==> src/rtl/cmos_pkg.sv <==
// cmos_pkg: capture state encoding, RGB565->RGB888 expansion and luma weights
// shared by cmos_capture_v2 and rgb_to_bin.
package cmos_pkg;

    typedef enum logic [1:0] {
        S_SKIP,
        S_WAIT,
        S_ACTIVE
    } cap_state_e;

    // BT.601-style weights scaled to sum to 256, so Y = sum >> 8 never exceeds 255.
    localparam logic [15:0] LUMA_R = 16'd77;
    localparam logic [15:0] LUMA_G = 16'd150;
    localparam logic [15:0] LUMA_B = 16'd29;

    function automatic logic [23:0] rgb565_to_888(input logic [15:0] p);
        return {p[15:11], p[15:13], p[10:5], p[10:9], p[4:0], p[4:2]};
    endfunction

endpackage

==> src/rtl/cmos_capture_v2_if.sv <==
// cmos_capture_v2_if: DVP sensor pins and control in, aligned video and status out.
interface cmos_capture_v2_if #(
    parameter int CNT_W = 12
);
    logic             enable_i;
    logic             cmos_vsync_i;
    logic             cmos_href_i;
    logic [7:0]       cmos_data_i;
    logic [7:0]       thresh_i;
    logic             hs_o;
    logic             vs_o;
    logic             de_o;
    logic [23:0]      rgb_o;
    logic             bin_o;
    logic [CNT_W-1:0] x_o;
    logic [CNT_W-1:0] y_o;
    logic             frame_done_o;
    logic             line_err_o;

    modport master (
        output enable_i, cmos_vsync_i, cmos_href_i, cmos_data_i, thresh_i,
        input  hs_o, vs_o, de_o, rgb_o, bin_o, x_o, y_o, frame_done_o, line_err_o
    );

    modport slave (
        input  enable_i, cmos_vsync_i, cmos_href_i, cmos_data_i, thresh_i,
        output hs_o, vs_o, de_o, rgb_o, bin_o, x_o, y_o, frame_done_o, line_err_o
    );

endinterface

==> src/rtl/rgb_to_bin.sv <==
// rgb_to_bin: registered luma (77R+150G+29B)>>8 compared against a threshold;
// the result is qualified by the pixel strobe so idle cycles read as 0.
module rgb_to_bin
    import cmos_pkg::*;
(
    input  logic        clk,
    input  logic        rst,
    input  logic        de_i,
    input  logic [23:0] rgb_i,
    input  logic [7:0]  thresh_i,
    output logic        bin_o
);

    logic [15:0] y_sum;
    logic        bin_d, bin_q;

    always_comb begin
        y_sum = LUMA_R * 16'(rgb_i[23:16]) + LUMA_G * 16'(rgb_i[15:8]) + LUMA_B * 16'(rgb_i[7:0]);
        bin_d = de_i && (y_sum[15:8] >= thresh_i);
    end

    always_ff @(posedge clk or posedge rst)
        if (rst) bin_q <= 1'b0;
        else     bin_q <= bin_d;

    assign bin_o = bin_q;

endmodule

==> src/rtl/cmos_capture_v2.sv <==
// cmos_capture_v2: DVP byte-pair capture to RGB888 with start-up frame skip, coordinates and line check.
// Define CMOS_BINARY_EN to add the luma-threshold stage (bin_o) and one extra cycle on every output.
module cmos_capture_v2
    import cmos_pkg::*;
#(
    parameter int IMG_W       = 640,
    parameter int IMG_H       = 480,
    parameter int SKIP_FRAMES = 10,
    parameter int CNT_W       = 12
) (
    input logic              CLK_i,
    input logic              rst,
    cmos_capture_v2_if.slave bus
);

    localparam int SW = $clog2(SKIP_FRAMES + 2);

    if ((1 << CNT_W) <= ((IMG_W > IMG_H) ? IMG_W : IMG_H)) begin : g_bad_cnt_w
        $error("CNT_W too narrow for IMG_W/IMG_H");
    end

    logic             vs_q, hs_q, vs_p_q, hs_p_q;
    logic [7:0]       dat_q, hi_q, hi_d;
    cap_state_e       state_q, state_d;
    logic [SW-1:0]    skip_q, skip_d;
    logic             phase_q, phase_d, err_q, err_d, fd_q, fd_d, de_q, de_d;
    logic [CNT_W-1:0] x_q, x_d, y_q, y_d, xo_q, xo_d, yo_q, yo_d;
    logic [23:0]      rgb_q, rgb_d;
    logic             fs, hfall, cap, ph;

    assign fs    = vs_q & ~vs_p_q;
    assign hfall = hs_p_q & ~hs_q;

    always_ff @(posedge CLK_i or posedge rst)
        if (rst) begin
            state_q <= (SKIP_FRAMES == 0) ? S_WAIT : S_SKIP;
            skip_q  <= '0;
        end else begin
            state_q <= state_d;
            skip_q  <= skip_d;
        end

    always_comb begin
        state_d = state_q;
        skip_d  = skip_q;
        if (fs)
            case (state_q)
                S_SKIP: begin
                    skip_d  = skip_q + 1'b1;
                    state_d = (skip_d == SW'(SKIP_FRAMES)) ? S_WAIT : S_SKIP;
                end
                default: state_d = bus.enable_i ? S_ACTIVE : S_WAIT;
            endcase
    end

    // Frame start is applied first (bases below), so a byte in that same cycle is byte 0 of line 0.
    always_comb begin
        cap     = state_d == S_ACTIVE;
        ph      = phase_q & ~fs;
        fd_d    = fs && state_q == S_ACTIVE;
        x_d     = fs ? '0 : x_q;
        y_d     = fs ? '0 : y_q;
        err_d   = fs ? 1'b0 : err_q;
        phase_d = 1'b0;
        hi_d    = hi_q;
        de_d    = 1'b0;
        rgb_d   = rgb_q;
        xo_d    = xo_q;
        yo_d    = yo_q;
        if (cap && hs_q) begin
            phase_d = ~ph;
            if (!ph) hi_d = dat_q;
            else begin
                de_d  = 1'b1;
                rgb_d = rgb565_to_888({hi_q, dat_q});
                xo_d  = x_d;
                yo_d  = y_d;
                x_d   = (&x_d) ? x_d : x_d + 1'b1;
            end
        end else if (cap && hfall) begin
            if (x_d != '0) y_d = (&y_d) ? y_d : y_d + 1'b1;
            if (x_d != CNT_W'(IMG_W)) err_d = 1'b1;
            x_d = '0;
        end
    end

    always_ff @(posedge CLK_i or posedge rst)
        if (rst) begin
            {vs_q, hs_q, vs_p_q, hs_p_q} <= '0;
            {phase_q, err_q, fd_q, de_q} <= '0;
            dat_q <= '0;
            hi_q  <= '0;
            x_q   <= '0;
            y_q   <= '0;
            xo_q  <= '0;
            yo_q  <= '0;
            rgb_q <= '0;
        end else begin
            vs_q    <= bus.cmos_vsync_i;
            hs_q    <= bus.cmos_href_i;
            dat_q   <= bus.cmos_data_i;
            vs_p_q  <= vs_q;
            hs_p_q  <= hs_q;
            phase_q <= phase_d;
            err_q   <= err_d;
            fd_q    <= fd_d;
            de_q    <= de_d;
            hi_q    <= hi_d;
            x_q     <= x_d;
            y_q     <= y_d;
            xo_q    <= xo_d;
            yo_q    <= yo_d;
            rgb_q   <= rgb_d;
        end

`ifdef CMOS_BINARY_EN
    logic             hs2_q, vs2_q, de2_q, fd2_q, err2_q;
    logic [23:0]      rgb2_q;
    logic [CNT_W-1:0] xo2_q, yo2_q;

    // Delay everything by the luma stage so it stays aligned with bin_o.
    always_ff @(posedge CLK_i or posedge rst)
        if (rst) begin
            {hs2_q, vs2_q, de2_q, fd2_q, err2_q} <= '0;
            rgb2_q <= '0;
            xo2_q  <= '0;
            yo2_q  <= '0;
        end else begin
            hs2_q  <= hs_p_q;
            vs2_q  <= vs_p_q;
            de2_q  <= de_q;
            fd2_q  <= fd_q;
            err2_q <= err_q;
            rgb2_q <= rgb_q;
            xo2_q  <= xo_q;
            yo2_q  <= yo_q;
        end

    rgb_to_bin u_bin (
        .clk      (CLK_i),
        .rst      (rst),
        .de_i     (de_q),
        .rgb_i    (rgb_q),
        .thresh_i (bus.thresh_i),
        .bin_o    (bus.bin_o)
    );

    assign bus.hs_o         = hs2_q;
    assign bus.vs_o         = vs2_q;
    assign bus.de_o         = de2_q;
    assign bus.rgb_o        = rgb2_q;
    assign bus.x_o          = xo2_q;
    assign bus.y_o          = yo2_q;
    assign bus.frame_done_o = fd2_q;
    assign bus.line_err_o   = err2_q;
`else
    logic unused_thresh;

    assign unused_thresh    = ^bus.thresh_i;
    assign bus.bin_o        = 1'b0;
    assign bus.hs_o         = hs_p_q;
    assign bus.vs_o         = vs_p_q;
    assign bus.de_o         = de_q;
    assign bus.rgb_o        = rgb_q;
    assign bus.x_o          = xo_q;
    assign bus.y_o          = yo_q;
    assign bus.frame_done_o = fd_q;
    assign bus.line_err_o   = err_q;
`endif

endmodule

==> src/flat_wrapper.sv <==
// flat-port wrapper written by rule: the top's interface ports become plain ports
module cmos_capture_v2_flat import cmos_pkg::*;
#(
    parameter int IMG_W       = 640,
    parameter int IMG_H       = 480,
    parameter int SKIP_FRAMES = 10,
    parameter int CNT_W       = 12
)
  (CLK_i, rst, bus_enable_i, bus_cmos_vsync_i, bus_cmos_href_i, bus_cmos_data_i, bus_thresh_i, bus_hs_o, bus_vs_o, bus_de_o, bus_rgb_o, bus_bin_o, bus_x_o, bus_y_o, bus_frame_done_o, bus_line_err_o);
  cmos_capture_v2_if #(.CNT_W(CNT_W)) bus_i ();
  input logic CLK_i;
  input logic rst;
  input wire logic [$bits(bus_i.enable_i)-1:0] bus_enable_i;
  input wire logic [$bits(bus_i.cmos_vsync_i)-1:0] bus_cmos_vsync_i;
  input wire logic [$bits(bus_i.cmos_href_i)-1:0] bus_cmos_href_i;
  input wire logic [$bits(bus_i.cmos_data_i)-1:0] bus_cmos_data_i;
  input wire logic [$bits(bus_i.thresh_i)-1:0] bus_thresh_i;
  output wire logic [$bits(bus_i.hs_o)-1:0] bus_hs_o;
  output wire logic [$bits(bus_i.vs_o)-1:0] bus_vs_o;
  output wire logic [$bits(bus_i.de_o)-1:0] bus_de_o;
  output wire logic [$bits(bus_i.rgb_o)-1:0] bus_rgb_o;
  output wire logic [$bits(bus_i.bin_o)-1:0] bus_bin_o;
  output wire logic [$bits(bus_i.x_o)-1:0] bus_x_o;
  output wire logic [$bits(bus_i.y_o)-1:0] bus_y_o;
  output wire logic [$bits(bus_i.frame_done_o)-1:0] bus_frame_done_o;
  output wire logic [$bits(bus_i.line_err_o)-1:0] bus_line_err_o;
  assign bus_i.enable_i = bus_enable_i;
  assign bus_i.cmos_vsync_i = bus_cmos_vsync_i;
  assign bus_i.cmos_href_i = bus_cmos_href_i;
  assign bus_i.cmos_data_i = bus_cmos_data_i;
  assign bus_i.thresh_i = bus_thresh_i;
  assign bus_hs_o = bus_i.hs_o;
  assign bus_vs_o = bus_i.vs_o;
  assign bus_de_o = bus_i.de_o;
  assign bus_rgb_o = bus_i.rgb_o;
  assign bus_bin_o = bus_i.bin_o;
  assign bus_x_o = bus_i.x_o;
  assign bus_y_o = bus_i.y_o;
  assign bus_frame_done_o = bus_i.frame_done_o;
  assign bus_line_err_o = bus_i.line_err_o;
  cmos_capture_v2 #(.IMG_W(IMG_W), .IMG_H(IMG_H), .SKIP_FRAMES(SKIP_FRAMES), .CNT_W(CNT_W)) u_core (.CLK_i(CLK_i), .rst(rst), .bus(bus_i));
endmodule
==> config.mk <==
export PLATFORM = sky130hd
export DESIGN_NAME = cmos_capture_v2_flat
export DESIGN_NICKNAME = d
export VERILOG_FILES = /design/src/rtl/cmos_pkg.sv /design/src/rtl/cmos_capture_v2_if.sv /design/src/rtl/rgb_to_bin.sv /design/src/rtl/cmos_capture_v2.sv /design/src/flat_wrapper.sv
export SDC_FILE = /design/constraint.sdc
export NUM_CORES = 1
export LEC_CHECK = 0
export CELL_PAD_IN_SITES_DETAIL_PLACEMENT = 0
export CELL_PAD_IN_SITES_GLOBAL_PLACEMENT = 1
export CORE_ASPECT_RATIO = 1.4
export CORE_UTILIZATION = 30
export DETAILED_ROUTE_END_ITERATION = 10
export GPL_ROUTABILITY_DRIVEN = 0
export PLACE_DENSITY = 0.58
export SLEW_MARGIN = 15
export SYNTH_ARGS = -nofsm -noshare
export SYNTH_HDL_FRONTEND = slang
export SYNTH_SLANG_ARGS = --single-unit
==> constraint.sdc <==
create_clock -name CLK_i -period 4.34 [get_ports CLK_i]
set_input_delay 0.868 -clock CLK_i [delete_from_list [all_inputs] [get_ports CLK_i]]
set_output_delay 0.868 -clock CLK_i [all_outputs]
set_load 0.005 [all_outputs]
==> flow_metrics.py <==
metrics = {
    "synthesis": {
        "synth_nets": 443,
        "yosysWarningCount": 0,
        "avgSynthCellArea_um2": 9.97,
        "async_reset_ff_frac": 1.00,
        "ys_seq_elements": 94,
        "synth_edf_count": 0,
        "post_synth_num_cell_types": 45,
        "syn-instance-count": 417,
        "ys_seq_area_frac": 0.566,
        "syn_area_mm2": 0.00416,
        "postSynth.topFlopCell": "dfrtp_1",
    },
    "final_layout": {
        "utilization": 0.388,
        "filler_cell_count": 1385,
        "num_antenna_cells": 0,
        "mostFrequentLayoutCell": "nand2_1",
        "multi_input_comb_area_mm2": 0.00161,
        "register_area_mm2": 0.00235,
        "final_cell_mix": "nand2_1 (147), dfrtp_1 (94), clkdlybuf4s50_1 (65), o21ai_0 (10)",
        "fin_nets": 500,
        "layout-area-overhead-vs-synth_pct": 25.4,
        "final_layout_size_suffix_gt1_frac": 0.0939,
    },
    "timing": {
        "tightestPinTransition_ns": 0.726,
        "time_the_final_worst_path_needs_with_i_o_delays_and_setup_ns": 3.04,
        "final_setup_violating_endpoints": 0,
        "maxSlewViolCount": 0,
        "hold_ws_ns": 0.424,
        "slew_headroom": 0.516,
        "fmax_ghz": 0.329,
        "fin_ws_ns": 1.30,
        "grt_setup_unrepaired": "no",
        "final_hold_vios": 0,
        "setup_total_negative_slack_ns": 0,
        "layout_worst_path_cycle_share": 0.701,
        "clock-skew-final_ns": 0.00963,
    },
    "power_and_ir_drop": {
        "pwr-share-comb": 0.160,
        "power-per-cell-area_mw_per_mm2": 413,
        "power_frac_clock": 0.348,
        "p_int_uw": 1620,
        "total_leakage_power_uw": 0.00238,
        "power_switching_share": 0.250,
        "p_switching_uw": 538,
        "p_seq_frac": 0.492,
        "p_total_uw": 2150,
        "vdd_drop_max_uv": 235,
    },
    "route": {
        "routed_wirelength_mm": 9.04,
        "drt_pre_antenna_iters": 4,
        "drtIter0Drc": 130,
        "route.detailed.drc": 0,
        "drt-wirelength-per-cell_um": 13.7,
        "detailroute.via_count": 3101,
        "antenna_violating_nets_post_route": 0,
        "post_drt_via_cell_ratio": 4.69,
    },
    "critical_path": {
        "r2r_start": "u_core.bus.vs_o",
        "worstPathCellList": "nand2b_1 > buf_4 > and2_1 > ha_1 > nand4_1 > nor4_2 > buf_4 > nor2_1 > mux2_2",
        "reg2reg_depth": 9,
        "timing_worst_setup_path_type": "flip-flop to flip-flop",
        "rrSetupSlack_ns": 1.30,
        "slowest_delay_ns": 0.59,
        "critPathLaunchType": "flip-flop",
        "path_buf_inv": 2,
        "endpoint_of_the_worst_register_to_register_path": "u_core.y_q[1]",
        "timing.critical_path.max_delay_family": "simple AND/OR/NAND/NOR gates",
        "crit_fanout": 18,
        "worstPathArrival_ns": 3.27,
        "worst_ep_required_time_ns": 4.57,
        "timing.critical_path.mode_cell": "buf_4",
        "worst_setup_path_end_kind": "flip-flop",
        "critical-path-slowest-cell": "nand2b_1",
    },
    "place": {
        "hpwl_mm": 6.18,
        "preCtsSetupSlack_ns": 1.27,
        "buffer_ports.inserted": 65,
    },
    "clock_network": {
        "hold_buffers": 0,
        "htreeDepth": 3,
        "cts-root-to-sink-buffers": 2,
        "cts_setup_buffers": 0,
        "clkSinkCount": 94,
        "clock_insertion_delay_worst_skew_ns": 0.34,
        "postCtsResizedCells": 0,
        "clkTransAtPathRegs_ns": 0.07,
        "cts_buffers": 9,
        "tritoncts": "built",
        "cts_root_buf": "clkbuf_16",
    },
    "global_routing": {
        "number_of_global_route_vias_before_repair": 3137,
        "grt_start_max_net_pins": 47,
        "grt_first_pass_wirelength_mm": 15.3,
        "grt.total_usage": 0.139,
        "grt_overflow_total": 0,
        "antenna_found_initial": 0,
    },
    "floorplanning": {
        "design.die.area_mm2": 0.0143,
        "die_width_um": 101,
        "std_cell_rows": 50,
        "floorplan.initialDensity": 0.309,
        "top_level_i_o_count": 75,
        "core-area_mm2": 0.0135,
        "die_height_um": 141,
    },
    "outcome": {
        "run_status": "finished clean",
    },
    "worst_hold_path": {
        "hp-class": "flip-flop to flip-flop",
        "hold-path-cell-count": 0,
        "hold_path_startpoint": "u_core.vs_q",
        "hold_path_end": "u_core.bus.vs_o",
    },
    "flow_run": {
        "cap_viol_max_count": 0,
    },
}
[flip-flops by register name, summed over array words and instances (netlist names), 2 cells and up]
register,flops
u_core.y_q,12
u_core.state_q,2
u_core.dat_q,8
u_core.bus.x_o,12
u_core.bus.rgb_o,16
u_core.hi_q,8
u_core.skip_q,4
u_core.x_q,12
u_core.bus.y_o,12
[layout make-up]
type,count,share of cell area
Sequential cell,94,0.451
Multi-Input combinational cell,287,0.308
Timing Repair Buffer,72,0.135
Clock buffer,11,0.0485
Tap cell,182,0.0437
Inverter,10,0.00744
Clock inverter,5,0.00624
[kinds of logic (layout without fill, tap and decap cells)]
kind of cell,after synthesis,after routing,synth area share
compound gates,33,33,0.0566
xor+xnor,10,10,0.0211
fa+ha+maj,5,5,0.0151
buf+inv,36,98,0.0476
flops,94,94,0.566
mux,16,16,0.0412
other cells,1,1,0.000902
simple gates,222,222,0.252
[through the flow]
stage / instances / instance area [um2]
6_report: 661 / 5210
3_5_place_dp: 645 / 4930
2_1_floorplan: 417 / 4160
5_1_grt: 661 / 5210
3_3_place_gp: 645 / 4930
4_1_cts: 661 / 5210
[layer usage]
metal,vias to the layer above,GRT usage,share of wire
met4,0,0.0610,0.018
met3,12,0.0296,0.032
met1,1528,0.167,0.46
met5,-,0,0
met2,63,0.238,0.49
li1,1498,-,-
[synth_stat cells, types with 2 or more instances]
| cell type | n | area (um2) |
|---|---|---|
| nand2_1 | 147 | 552 |
| dfrtp_1 | 94 | 2350 |
| inv_1 | 10 | 37.5 |
| o21ai_0 | 10 | 50.1 |
| and2_1 | 9 | 56.3 |
| buf_4 | 9 | 67.6 |
| mux2_2 | 9 | 101 |
| nand3_1 | 9 | 45.0 |
| nor2_1 | 9 | 33.8 |
| nor3_1 | 9 | 45.0 |
| clkbuf_1 | 8 | 30.0 |
| xnor2_1 | 8 | 70.1 |
| a21oi_1 | 7 | 35.0 |
| mux2i_1 | 7 | 70.1 |
| nand4_1 | 7 | 43.8 |
| nor4_1 | 6 | 37.5 |
| buf_2 | 5 | 25.0 |
| ha_1 | 5 | 62.6 |
| and3_1 | 4 | 25.0 |
| o31ai_1 | 4 | 30.0 |
| buf_6 | 3 | 33.8 |
| nor3b_1 | 3 | 22.5 |
| nor4_2 | 3 | 37.5 |
| o211ai_1 | 3 | 22.5 |
| or3_1 | 3 | 18.8 |
| or4_1 | 3 | 22.5 |
| nand2b_1 | 2 | 12.5 |
| nand4_4 | 2 | 42.5 |
| nor2b_1 | 2 | 12.5 |
| xor2_1 | 2 | 17.5 |
[how the worst max path moves through the flow]
stage | from | end | slack (ns) | cells after the start
after floorplan | rst | u_core.bus.de_o | 1.02 | 1
after global placement | u_core.bus.vs_o | u_core.y_q[1] | 1.33 | 9
after detailed placement | u_core.bus.vs_o | u_core.y_q[1] | 1.27 | 9
after CTS | u_core.bus.vs_o | u_core.y_q[1] | 1.25 | 9
after global routing | u_core.bus.vs_o | u_core.y_q[1] | 1.05 | 9
final | u_core.bus.vs_o | u_core.y_q[1] | 1.30 | 9
[power by group through the flow]
stage	combinational [uW]	sequential [uW]	clock (uW)
2_1_floorplan	175	1070	0
3_3_place_gp	348	1070	0
3_5_place_dp	352	1080	0
5_1_grt	390	1080	819
6_report	344	1060	751
4_1_cts	353	1060	783
(Power assumes the default switching activity.)
